**src/rtl/inst_mem_loader.sv**
```systemverilog
// -----------------------------------------------------------------------------
// inst_mem_loader
//   Program loader / write sequencer for the 16-bit instruction memory.
//   A valid/ready stream of instruction words is written to consecutive
//   word addresses starting at a programmable base. The processor is held in
//   stall while a load is in progress and released once the word flagged
//   with in_last has been written. A word count and a running 16-bit
//   checksum are kept so software can verify the image.
//
// Parameters
//   ADDR_W     instruction-memory word-address width (1..31)
//   MAX_WORDS  maximum words accepted per load (<= 2**ADDR_W)
//
// Ports
//   clk          rising-edge system clock
//   reset        synchronous, active-high reset
//   load_start   1-cycle pulse starting a load (honoured in IDLE/DONE/ERROR)
//   base_addr    first write address, captured with an accepted load_start
//   in_valid     stream word valid
//   in_data      stream instruction word
//   in_last      marks the final word of the program
//   in_ready     loader accepts a word this cycle (high only while loading)
//   mem_wr_addr  instruction-memory write address (zero above ADDR_W)
//   mem_wr_data  instruction-memory write data
//   mem_wr_en    instruction-memory write enable
//   cpu_stall    1 = processor fetch frozen
//   load_done    level: last load completed successfully
//   load_error   level: last load overflowed MAX_WORDS
//   word_count   words written in the current or last load
//   checksum     sum mod 2**16 of the words written in the current or last load
// -----------------------------------------------------------------------------
module inst_mem_loader #(
    parameter int ADDR_W    = 20,
    parameter int MAX_WORDS = 1048576
) (
    input  logic              clk,
    input  logic              reset,
    input  logic              load_start,
    input  logic [31:0]       base_addr,
    input  logic              in_valid,
    input  logic [15:0]       in_data,
    input  logic              in_last,
    output logic              in_ready,
    output logic [31:0]       mem_wr_addr,
    output logic [15:0]       mem_wr_data,
    output logic              mem_wr_en,
    output logic              cpu_stall,
    output logic              load_done,
    output logic              load_error,
    output logic [ADDR_W:0]   word_count,
    output logic [15:0]       checksum
);

    typedef enum logic [1:0] {
        ST_IDLE  = 2'd0,
        ST_LOAD  = 2'd1,
        ST_DONE  = 2'd2,
        ST_ERROR = 2'd3
    } state_t;

    // Word count at which a further beat is an overflow.
    localparam logic [ADDR_W:0] MAX_CNT = (ADDR_W + 1)'(MAX_WORDS);

    // Running checksum accumulate, wraps mod 2**16.
    function automatic logic [15:0] csum_add(input logic [15:0] sum,
                                             input logic [15:0] word);
        return sum + word;
    endfunction

    // Zero-extend a word pointer onto the 32-bit memory address bus.
    function automatic logic [31:0] addr_ext(input logic [ADDR_W-1:0] ptr);
        logic [31:0] r;
        r             = 32'd0;
        r[ADDR_W-1:0] = ptr;
        return r;
    endfunction

    state_t              state_q,       state_d;
    logic [ADDR_W-1:0]   ptr_q,         ptr_d;
    logic                mem_wr_en_q,   mem_wr_en_d;
    logic [31:0]         mem_wr_addr_q, mem_wr_addr_d;
    logic [15:0]         mem_wr_data_q, mem_wr_data_d;
    logic                cpu_stall_q,   cpu_stall_d;
    logic                load_done_q,   load_done_d;
    logic                load_error_q,  load_error_d;
    logic [ADDR_W:0]     word_count_q,  word_count_d;
    logic [15:0]         checksum_q,    checksum_d;

    logic                beat_s;
    logic                base_addr_unused_s;

    // Address bits above the memory width carry no meaning for the loader.
    assign base_addr_unused_s = ^base_addr[31:ADDR_W];

    // A beat is only possible while loading; in_ready is decoded from state.
    assign in_ready = (state_q == ST_LOAD);
    assign beat_s   = in_valid & in_ready;

    // Next-state and next-output computation for the load sequencer.
    always_comb begin
        state_d       = state_q;
        ptr_d         = ptr_q;
        mem_wr_en_d   = 1'b0;
        mem_wr_addr_d = mem_wr_addr_q;
        mem_wr_data_d = mem_wr_data_q;
        cpu_stall_d   = cpu_stall_q;
        load_done_d   = load_done_q;
        load_error_d  = load_error_q;
        word_count_d  = word_count_q;
        checksum_d    = checksum_q;

        case (state_q)
            ST_IDLE, ST_DONE, ST_ERROR: begin
                if (load_start) begin
                    // Stall reasserts on the same edge that leaves DONE.
                    state_d      = ST_LOAD;
                    ptr_d        = base_addr[ADDR_W-1:0];
                    word_count_d = '0;
                    checksum_d   = 16'h0000;
                    load_done_d  = 1'b0;
                    load_error_d = 1'b0;
                    cpu_stall_d  = 1'b1;
                end else begin
                    state_d = state_q;
                end
            end
            ST_LOAD: begin
                if (beat_s) begin
                    if (word_count_q == MAX_CNT) begin
                        // Overflow word is dropped: not written, not counted.
                        state_d      = ST_ERROR;
                        load_error_d = 1'b1;
                        cpu_stall_d  = 1'b1;
                    end else begin
                        mem_wr_en_d   = 1'b1;
                        mem_wr_addr_d = addr_ext(ptr_q);
                        mem_wr_data_d = in_data;
                        // Pointer wraps naturally at the top of memory.
                        ptr_d         = ptr_q + {{(ADDR_W-1){1'b0}}, 1'b1};
                        word_count_d  = word_count_q + {{ADDR_W{1'b0}}, 1'b1};
                        checksum_d    = csum_add(checksum_q, in_data);
                        if (in_last) begin
                            state_d     = ST_DONE;
                            load_done_d = 1'b1;
                            cpu_stall_d = 1'b0;
                        end else begin
                            state_d = ST_LOAD;
                        end
                    end
                end else begin
                    state_d = ST_LOAD;
                end
            end
            default: begin
                state_d     = ST_IDLE;
                cpu_stall_d = 1'b1;
            end
        endcase
    end

    // State and registered outputs, synchronous reset.
    always_ff @(posedge clk) begin
        if (reset) begin
            state_q       <= ST_IDLE;
            ptr_q         <= '0;
            mem_wr_en_q   <= 1'b0;
            mem_wr_addr_q <= 32'h0000_0000;
            mem_wr_data_q <= 16'h0000;
            cpu_stall_q   <= 1'b1;
            load_done_q   <= 1'b0;
            load_error_q  <= 1'b0;
            word_count_q  <= '0;
            checksum_q    <= 16'h0000;
        end else begin
            state_q       <= state_d;
            ptr_q         <= ptr_d;
            mem_wr_en_q   <= mem_wr_en_d;
            mem_wr_addr_q <= mem_wr_addr_d;
            mem_wr_data_q <= mem_wr_data_d;
            cpu_stall_q   <= cpu_stall_d;
            load_done_q   <= load_done_d;
            load_error_q  <= load_error_d;
            word_count_q  <= word_count_d;
            checksum_q    <= checksum_d;
        end
    end

    assign mem_wr_en   = mem_wr_en_q;
    assign mem_wr_addr = mem_wr_addr_q;
    assign mem_wr_data = mem_wr_data_q;
    assign cpu_stall   = cpu_stall_q;
    assign load_done   = load_done_q;
    assign load_error  = load_error_q;
    assign word_count  = word_count_q;
    assign checksum    = checksum_q;

endmodule

```
**config.mk**
```make
export PLATFORM = sky130hd
export DESIGN_NAME = inst_mem_loader
export DESIGN_NICKNAME = d
export VERILOG_FILES = /design/src/rtl/inst_mem_loader.sv
export SDC_FILE = /design/constraint.sdc
export NUM_CORES = 1
export LEC_CHECK = 0
export CAP_MARGIN = 20
export CELL_PAD_IN_SITES_DETAIL_PLACEMENT = 1
export CELL_PAD_IN_SITES_GLOBAL_PLACEMENT = 2
export CORE_ASPECT_RATIO = 1.4
export CORE_MARGIN = 2
export CORE_UTILIZATION = 25
export DETAILED_ROUTE_END_ITERATION = 7
export GPL_TIMING_DRIVEN = 0
export PLACE_DENSITY = 0.84
export SYNTH_ARGS = -nofsm -noshare
export SYNTH_HDL_FRONTEND = slang
export SYNTH_SLANG_ARGS = --single-unit
```
**constraint.sdc**
```tcl
create_clock -name clk -period 2.09 [get_ports clk]
set_input_delay 0.418 -clock clk [delete_from_list [all_inputs] [get_ports clk]]
set_output_delay 0.418 -clock clk [all_outputs]
set_load 0.01 [all_outputs]
```
==> metrics.log <==
[metrics] CTS Hold Buffers Added: 0
[metrics] First DRT Iteration DRCs: 166
[metrics] critical path class: reg -> reg
[metrics] MaxCap Viol Count: 0
[metrics] Reg power frac: 42.2%
[metrics] asr flop ratio synth: 0%
[metrics] length of the first detailed-routing pass in iterations: 4
[metrics] Vert. Die Dim: 174 um
[metrics] total power of the final layout: 4.80 mW
[metrics] post-detailed-route DRC marker count: 0
[metrics] maximum level of the CTS H-tree: 3
[metrics] final setup vio count: 0
[metrics] Internal Dissipation: 3.48 mW
[metrics] number of failing hold endpoints at the final stage: 0
[metrics] post-detailed-routing wire length: 20100 um
[metrics] placer congestion estimate: 0.814
[metrics] clock network power share: 39.0%
[metrics] worst clock skew: 0.00818 ns
[metrics] largest net degree at the start of global routing: 16
[metrics] clock tree from TritonCTS: built
[metrics] Switching Power: 1.32 mW
[metrics] estimated wirelength of the detail-placed design: 14200 um
[metrics] total count of max-transition violations in the final report: 0
[metrics] netlist area before placement: 5190 um2
[metrics] slack of the worst reg-to-reg path: 0.03 ns
[metrics] portion of synthesized cell area occupied by the leading cell type: 38.2%
[metrics] combinational power share: 18.7%
[metrics] Die Wd: 126 um
[metrics] post-route standard cell area excluding fillers: 7900 um2
[metrics] number of vias per cell after detailed routing: 4.96
[metrics] worst path required time: 2.32 ns
[metrics] leakage power of the design: 2.88 nW
[metrics] full die area: 21900 um2
[metrics] dominant cell type by area after synthesis: sky130_fd_sc_hd__dfxtp_1
[metrics] number of cells produced by synthesis: 652
[metrics] area after detailed placement: 6760 um2
[metrics] initial antenna violation count: 0
[metrics] Least-Margin Pin Slew: 0.767 ns
[metrics] via count of the first global-routing pass: 5594
[metrics] Core Area: 20400 um2
[metrics] Area growth, synth to finish: 52.4%
[metrics] global router's overall resource usage: 18.1%
[metrics] Post-synth EDFFs: 0
[metrics] Synth area leaders: sky130_fd_sc_hd__dfxtp_1 (38%), sky130_fd_sc_hd__nand2_1 (8.8%), sky130_fd_sc_hd__a21oi_1 (8.2%)
[metrics] result of the run: completed
[metrics] most common flop cell mapped by yosys: sky130_fd_sc_hd__dfxtp_1
[metrics] placement row count: 62
[metrics] category of the worst setup path launch point: flip-flop
[metrics] RSZ-0062 raised after global routing: true
[metrics] worst-case clock buffer depth: 2
[metrics] fill cell total of the finished layout: 2392
[metrics] data arrival time of the critical path: 2.29 ns
[metrics] clk sinks: 99
[metrics] remaining global-route overflow: 0
[metrics] count of cell types in the netlist: 66
[metrics] Worst-path clk slew: 0.07 ns
[metrics] clock tree root buffer cell: sky130_fd_sc_hd__clkbuf_16
[metrics] classification of the worst-slack hold path: in -> reg
[metrics] sequential share of the synthesized area: 38.2%
[metrics] top cells by instance count after synthesis: sky130_fd_sc_hd__nand2_1 (121), sky130_fd_sc_hd__dfxtp_1 (99), sky130_fd_sc_hd__a21oi_1 (85)
[metrics] Power Density: 608 nW/um2
[metrics] ratio of final minimum period to clock period: 98.4%
[metrics] Net Sw Frac: 27.5%
[metrics] global-route wire length before repair: 31400 um
[metrics] routed via count: 5394
[metrics] # port buffers: 117
[metrics] TritonCTS Buffers: 9
[metrics] number of synthesis warnings: 0
[metrics] n_diodes: 0
[metrics] Starting Density: 25.4%
[metrics] layout cell share with drive strength beyond 1: 21.5%
[metrics] insertion delay of the later-clocked pin in the worst-skew pair: 0.36 ns
[metrics] Wirelength per Cell: 18.4 um
[metrics] Worst Setup End Kind: flip-flop
[metrics] highest fanout seen on the critical path: 9
[metrics] clock period minus final worst setup slack: 2.06 ns
[metrics] IR Drop Worst-Case VDD: 0.397 mV
[metrics] NumNets Final: 899
[metrics] post-route antenna net violation count: 0
[metrics] Slew HR: 48.8%
[metrics] cell with the most instances after synthesis: sky130_fd_sc_hd__nand2_1
[metrics] # IOs: 143
[metrics] peak clock frequency supported by timing: 486 MHz
[metrics] synthesized flop and latch total: 99
[metrics] Post-Syn Area per Cell: 7.95 um2
[metrics] fin util: 38.7%
[critical path: stages, from the launching register on]
cell and delay [ns]:
sky130_fd_sc_hd__dfxtp_4 0.35, sky130_fd_sc_hd__inv_2 0.04, sky130_fd_sc_hd__ha_2 0.14, sky130_fd_sc_hd__nor4b_4 0.21
sky130_fd_sc_hd__nand3_2 0.18, sky130_fd_sc_hd__o31a_1 0.30, sky130_fd_sc_hd__buf_6 0.15, sky130_fd_sc_hd__nor2_4 0.19
sky130_fd_sc_hd__buf_6 0.17, sky130_fd_sc_hd__a2bb2oi_2 0.14, sky130_fd_sc_hd__nor2_1 0.05
[placed cells by master, fill, tap and decap left out, types with 13 or more instances in the layout]
master | synthesis | final
sky130_fd_sc_hd__a21oi_1 | 85 | 78
sky130_fd_sc_hd__buf_4 | 21 | 49
sky130_fd_sc_hd__clkbuf_1 | 23 | 16
sky130_fd_sc_hd__clkdlybuf4s50_1 | 0 | 101
sky130_fd_sc_hd__dfxtp_1 | 99 | 81
sky130_fd_sc_hd__inv_1 | 18 | 15
sky130_fd_sc_hd__nand2_1 | 121 | 117
sky130_fd_sc_hd__nand3_1 | 27 | 26
sky130_fd_sc_hd__nor2_1 | 46 | 46
sky130_fd_sc_hd__nor3_1 | 14 | 13
sky130_fd_sc_hd__o21ai_0 | 26 | 17
sky130_fd_sc_hd__xnor2_1 | 18 | 18
[power by group through the flow]
stage	combinational, mW	sequential (mW)	clock [mW]
global placement	0.758	2.07	0
floorplan	0.423	2.07	0
detailed placement	0.765	2.07	0
CTS	0.847	2.03	1.92
global route	0.976	2.04	2.00
finish	0.899	2.03	1.88
[worst paths after layout]
| check | start | end | depth (start not counted) |
|---|---|---|---|
| setup / recovery | word_count[1]$_SDFFE_PP0P_ | ptr_q[8]$_SDFFE_PP0P_ | 10 |
| hold / removal | in_data[12] | mem_wr_data[12]$_SDFFE_PP0P_ | 3 |
| setup reg to reg | word_count[1]$_SDFFE_PP0P_ | ptr_q[8]$_SDFFE_PP0P_ | 10 |
| hold reg to reg | mem_wr_data[9]$_SDFFE_PP0P_ | mem_wr_data[9]$_SDFFE_PP0P_ | 2 |
[per-layer routing]
layer / share of wire, % / routed length (um) / global-route usage [%] / vias up
li1: - / - / - / 2639
met1: 41 / 8260 / 20.8 / 2626
met2: 53 / 10700 / 33.7 / 108
met3: 3.4 / 676 / 2.55 / 21
met4: 2.0 / 407 / 6.59 / 0
met5: 0 / 0 / 0 / -
[final cells by class]
| type | instances | area [um2] | area share [%] |
|---|---|---|---|
| inverters | 18 | 67.6 | 0.855 |
| multi-input cells | 497 | 3340 | 42.2 |
| repair buffers | 154 | 1480 | 18.7 |
| clock inverters | 4 | 72.6 | 0.918 |
| well taps | 256 | 320 | 4.05 |
| plain buffers | 48 | 350 | 4.43 |
| clock buffers | 12 | 256 | 3.25 |
| flip-flops and latches | 99 | 2020 | 25.6 |
[logic make-up after synthesis]
| group | Yosys count | share of synthesized area [%] |
|---|---|---|
| DFF | 99 | 38.2 |
| and+or+nand+nor | 259 | 23.5 |
| AOI/OAI and AO/OA | 181 | 22.2 |
| buffers and inverters | 67 | 6.85 |
| muxes | 1 | 0.193 |
| xor gates and xnor gates | 25 | 4.22 |
| adders and majority gates | 19 | 4.73 |
| other | 1 | 0.0723 |
[flip-flops by register name, summed over array words and instances (netlist names)]
signal	count
checksum	16
mem_wr_en	1
load_done	1
cpu_stall	1
word_count	21
load_error	1
state_q	2
ptr_q	20
mem_wr_data	16
mem_wr_addr	20
[per-stage QoR]
stage               std cells  TNS [ns]  hold slack (ns)  setup WS [ns]
floorplan                 663   -0.0325            0.442        -0.0175
global placement         1036    -28.88            0.443         -0.754
detailed placement       1036    -32.65            0.450         -0.776
CTS                      1077   -0.0211            0.456        -0.0211
global route             1088    -0.730            0.411        -0.0648
finish                   1088         0            0.401         0.0337
[repair_timing]
item | in CTS | in global routing
pin swaps | 28 | 21
setup endpoints to repair | 93 | 86
cloned | 2 | 1
resized for setup | 101 | 57
setup buffers | 23 | 11
Power figures use the tool's default switching activity.
